### src/rtl/car_detect_pkg.sv
// car_detect_pkg: shared state enum and filtered sensor-pair encodings {a,b}
package car_detect_pkg;
    typedef enum logic [2:0] {IDLE, EN_A, EN_AB, EN_B, EX_B, EX_BA, EX_A, ABORT} state_t;
    localparam logic [1:0] CLEAR  = 2'b00;
    localparam logic [1:0] A_ONLY = 2'b10;
    localparam logic [1:0] B_ONLY = 2'b01;
    localparam logic [1:0] BOTH   = 2'b11;
endpackage

### src/rtl/sensor_debounce.sv
// sensor_debounce: 2-flop synchronizer followed by a stability filter
// Ports: clk, Reset_n (async active-low), raw (async sensor), filt (debounced level)
module sensor_debounce #(
    parameter int DEBOUNCE_CYCLES = 4
) (
    input  logic clk,
    input  logic Reset_n,
    input  logic raw,
    output logic filt
);
    localparam int CW = $clog2(DEBOUNCE_CYCLES + 1);
    logic s1, s2;
    logic [CW-1:0] cnt;
    // filt follows s2 only after s2 has disagreed with it for DEBOUNCE_CYCLES
    // consecutive cycles; any agreement in between restarts the count
    always_ff @(posedge clk or negedge Reset_n) begin
        if (!Reset_n) begin
            s1   <= 1'b0;
            s2   <= 1'b0;
            filt <= 1'b0;
            cnt  <= '0;
        end else begin
            s1 <= raw;
            s2 <= s1;
            if (s2 == filt) begin
                cnt <= '0;
            end else if (cnt == CW'(DEBOUNCE_CYCLES - 1)) begin
                filt <= s2;
                cnt  <= '0;
            end else begin
                cnt <= cnt + CW'(1);
            end
        end
    end
endmodule

### src/rtl/car_detect.sv
// car_detect: gate sensor direction FSM emitting enter/exit pulses per car passage
// Ports: clk, Reset_n (async active-low), a_raw/b_raw (outer/inner sensors, 1 = blocked),
//        enter/exit (one-cycle count pulses), busy (FSM not idle), err (one-cycle on ABORT entry)
// Optional: define CAR_DETECT_TIMEOUT_EN to abort sequences stalled for TIMEOUT_CYCLES
module car_detect
    import car_detect_pkg::*;
#(
    parameter int DEBOUNCE_CYCLES = 4,
    parameter int TIMEOUT_CYCLES  = 1024
) (
    input  logic clk,
    input  logic Reset_n,
    input  logic a_raw,
    input  logic b_raw,
    output logic enter,
    output logic exit,
    output logic busy,
    output logic err
);
    logic a, b;
    logic [1:0] p;
    state_t state, state_n;
    logic en_n, ex_n, er_n;

    sensor_debounce #(.DEBOUNCE_CYCLES(DEBOUNCE_CYCLES)) u_a (.clk(clk), .Reset_n(Reset_n), .raw(a_raw), .filt(a));
    sensor_debounce #(.DEBOUNCE_CYCLES(DEBOUNCE_CYCLES)) u_b (.clk(clk), .Reset_n(Reset_n), .raw(b_raw), .filt(b));

    assign p = {a, b};

`ifdef CAR_DETECT_TIMEOUT_EN
    localparam int TW = $clog2(TIMEOUT_CYCLES + 1);
    logic [TW-1:0] tcnt;
    logic [1:0] p_q;
    logic active, tmo;
    assign active = (state != IDLE) && (state != ABORT);
    assign tmo    = active && (p == p_q) && (tcnt == TW'(TIMEOUT_CYCLES));
    always_ff @(posedge clk or negedge Reset_n) begin
        if (!Reset_n) begin
            tcnt <= '0;
            p_q  <= CLEAR;
        end else begin
            p_q  <= p;
            tcnt <= (!active || p != p_q) ? '0 :
                    (tcnt == TW'(TIMEOUT_CYCLES)) ? tcnt : tcnt + TW'(1);
        end
    end
`else
    logic tmo;
    assign tmo = 1'b0;
`endif

    // Each path state accepts one step forward or back; anything farther is a jump -> ABORT
    always_comb begin
        state_n = state;
        en_n    = 1'b0;
        ex_n    = 1'b0;
        case (state)
            IDLE:  state_n = (p == A_ONLY) ? EN_A : (p == B_ONLY) ? EX_B : (p == BOTH) ? ABORT : IDLE;
            EN_A:  state_n = (p == BOTH)   ? EN_AB : (p == CLEAR)  ? IDLE : (p == B_ONLY) ? ABORT : EN_A;
            EN_AB: state_n = (p == B_ONLY) ? EN_B  : (p == A_ONLY) ? EN_A : (p == CLEAR)  ? ABORT : EN_AB;
            EN_B: begin
                state_n = (p == CLEAR) ? IDLE : (p == BOTH) ? EN_AB : (p == A_ONLY) ? ABORT : EN_B;
                en_n    = (p == CLEAR);
            end
            EX_B:  state_n = (p == BOTH)   ? EX_BA : (p == CLEAR)  ? IDLE : (p == A_ONLY) ? ABORT : EX_B;
            EX_BA: state_n = (p == A_ONLY) ? EX_A  : (p == B_ONLY) ? EX_B : (p == CLEAR)  ? ABORT : EX_BA;
            EX_A: begin
                state_n = (p == CLEAR) ? IDLE : (p == BOTH) ? EX_BA : (p == B_ONLY) ? ABORT : EX_A;
                ex_n    = (p == CLEAR);
            end
            ABORT: state_n = (p == CLEAR) ? IDLE : ABORT;
            default: state_n = IDLE;
        endcase
        if (tmo) state_n = ABORT;
        er_n = (state_n == ABORT) && (state != ABORT);
    end

    always_ff @(posedge clk or negedge Reset_n) begin
        if (!Reset_n) begin
            state <= IDLE;
            enter <= 1'b0;
            exit  <= 1'b0;
            busy  <= 1'b0;
            err   <= 1'b0;
        end else begin
            state <= state_n;
            enter <= en_n;
            exit  <= ex_n;
            busy  <= (state_n != IDLE);
            err   <= er_n;
        end
    end
endmodule

### config.mk
export PLATFORM = sky130hd
export DESIGN_NAME = car_detect
export DESIGN_NICKNAME = d
export VERILOG_FILES = /design/src/rtl/car_detect_pkg.sv /design/src/rtl/sensor_debounce.sv /design/src/rtl/car_detect.sv
export SDC_FILE = /design/constraint.sdc
export NUM_CORES = 1
export LEC_CHECK = 0
export CAP_MARGIN = 40
export CORE_MARGIN = 1
export CORE_UTILIZATION = 60
export DETAILED_ROUTE_END_ITERATION = 7
export DONT_BUFFER_PORTS = 1
export GPL_TIMING_DRIVEN = 0
export MAX_ROUTING_LAYER = met4
export PLACE_DENSITY = 0.76
export SLEW_MARGIN = 20
export SYNTH_ARGS = -nofsm -noshare
export SYNTH_HDL_FRONTEND = slang
export SYNTH_SLANG_ARGS = --single-unit
### constraint.sdc
create_clock -name clk -period 2.1 [get_ports clk]
set_input_delay 0.21 -clock clk [delete_from_list [all_inputs] [get_ports clk]]
set_output_delay 0.21 -clock clk [all_outputs]
set_load 0.03 [all_outputs]
==> results.ini <==
[clock_network]
insertion_delay_ns=0.30
clock_path_buffers=2
clkTransAtPathRegs_ns=0.10
cts_sinks=19
cts_tree=done
numCtsBuffers=3
cts_root_buf=clkbuf_4
post-cts-setup-buffer-count=0
htreeDepth=1

[setup_path]
worstSetupPathType=flop to flop
r2r-end=err
rr_startpoint=u_b.filt
crit_required_ns=2.32
r2r.worst_path.cells=7
crit_path_end=err
ff2ff_setup_slack_ns=0.19
cp-start-kind=flop
crit_path_start=u_b.filt
cp-end-kind=flop
cp_max_fo=5
arrival_ns=2.12

[logic_synthesis]
synth_nets=101
netlist_area_sq_um=975
ys_top_cells_by_count=19 x dfrtp_1, 9 x ha_1, 6 x a21oi_1, 6 x nand2_1, 5 x nor3b_1
yosys.area.top_type=dfrtp_1
syn_area_per_cell_sq_um=11.1
synth_edf_count=0
synth_top_area_share_pct=48.8
ys.flop_type=dfrtp_1
yosys-top-cells-area=dfrtp_1 49%, ha_1 12%, nor3b_1 3.9%
synth_seq_cells=19
synth_most_common_cell=dfrtp_1
yosys_warnings=0
synth_seq_area_share_pct=48.8
async_reset_ff_share_pct=100
synth.distinct_cells=34
syn_inst=88

[sta]
period_share_pct=90.7
finalSetupViolCount=0
setup_ws_ns=0.195
fin_worst_skew_ns=0.00493
maxSlewViolCount=0
final-hold-violation-count=0
worst_slew_pin_slew_ns=0.507
fin_setup_tns_ns=0
max_freq_mhz=525
maxSlewHeadroom_pct=65.9
fin_crit_ns=1.91
rsz0062_at_grt=no

[floorplanning]
fp-row-count=14
coreArea_sq_mm=0.00151
io_pins=8
design.die.area_sq_mm=0.00179
fp.dieW_um=42.3
die_y_um=42.3
initial_utilization_pct=64.7

[routing]
via_count=679
routed_wl_um=1570
drt_iter0_drc=18
drc_errors=0
ant_nets=0
vias_per_cell=6.06
drt_pass1_iterations=4
post_drt_wl_per_cell_um=14.0

[cells_and_area]
n_antenna_cell=0
area_growth_pct=9.63
drive_gt1_share_pct=16.7
nNetsFinal=110
final_util_pct=70.9

[placement]
dp_slack_ns=0.156
portBuffers=0
dpl.hpwl_um=1160
place_congestion=0.833

[status]
status=complete, no violations

[run]
max_cap_viol_count=0

[global_route]
grt_max_degree=20
track_usage_pct=22.0
grt_pass1_wl_um=2730
overflow=0
antenna_found_initial=0
grt_pass1_vias=659

[power_and_ir_drop]
peakVddDrop_mv=0.691
power.density_mw_per_mm2=1520
leakage_uw=0.000484

[min_path]
hold_class=input pin to asynchronous set/reset pin

==> layer usage <==
metal	share of wire [%]	global-route usage (%)	routed length, um
met1	43	23.2	672
met2	51	37.2	797
met3	3.3	3.88	52
met4	2.9	15.0	46
met5	0	-	0
==> where the power goes <==
group | total (uW) | internal (uW) | switching, uW
logic | 853 | 377 | 475
clock network | 176 | 71.0 | 105
registers | 592 | 473 | 119
==> how the worst min path moves through the flow <==
stage | start | cells after the start | slack (ns) | endpoint
floorplan | Reset_n | 0 | -0.09 | busy
global placement | Reset_n | 0 | -0.09 | exit
detailed placement | Reset_n | 0 | -0.09 | exit
CTS | u_a.s1 | 0 | 0.36 | u_a.s2
global route | Reset_n | 1 | 0.23 | u_a.s2
finish | Reset_n | 1 | 0.23 | u_a.s2
==> final cells by class <==
cell class | count | area, sq um
clock inverters | 1 | 5.00
flip-flops and latches | 19 | 477
repair buffers | 4 | 45.0
plain buffers | 3 | 23.8
well taps | 16 | 20.0
fillers | 125 | 438
multi-input cells | 61 | 457
clock buffers | 3 | 22.5
inverters | 5 | 18.8
==> registers in the layout (all words and copies together) (netlist names) <==
register and count:
u_b.s2 1, busy 1, u_a.s2 1, u_b.s1 1
u_b.filt 1, u_b.cnt 3, state 3, u_a.cnt 3
exit 1, err 1, enter 1, u_a.filt 1
u_a.s1 1
==> critical path, stage by stage, from the launching register on <==
cell and delay (ns):
dfrtp_1 0.44, inv_1 0.13, ha_1 0.34, or3b_1 0.35, a21oi_1 0.13, a311o_1 0.15
o41ai_2 0.11, a211oi_2 0.17
==> metrics by stage <==
stage	cell area [sq um]	total power (uW)	hold WS [ns]	cells
6_report	1070	1620	0.228	112
3_3_place_gp	995	1400	-0.0850	104
4_1_cts	1050	1620	0.364	111
5_1_grt	1070	1750	0.227	112
3_5_place_dp	995	1430	-0.0850	104
2_1_floorplan	975	1270	-0.0856	88
==> timing repair <==
action                     in CTS  in global routing
setup endpoints to repair       0                  1
gates resized for setup         0                  2
hold endpoints to repair       21                  0
hold buffers                    3                  0
==> cells in the final DEF, fill, tap and decap left out, drive strengths merged, types with 2 or more instances in the layout <==
cell and instances:
mux2i 2, inv 4, buf 4, nand2b 2, a21oi 6, xnor2 2, or3 2, dlygate4sd3 3
nor3 2, nor3b 5, nor2b 4, nand2 7, o21ai 3, clkbuf 3, ha 9, o22ai 2
dfrtp 19, clkinv 2, nor2 4
==> cells by family after synthesis <==
group / count (synthesis) / synth area share, %
muxes: 2 / 2.05
xor gates and xnor gates: 2 / 1.80
and+or+nand+nor: 32 / 19.6
AOI/OAI and AO/OA: 16 / 11.8
buffers and inverters: 8 / 4.36
adders and majority gates: 9 / 11.6
DFF: 19 / 48.8
Note: power is estimated with default switching activity, not from simulation.
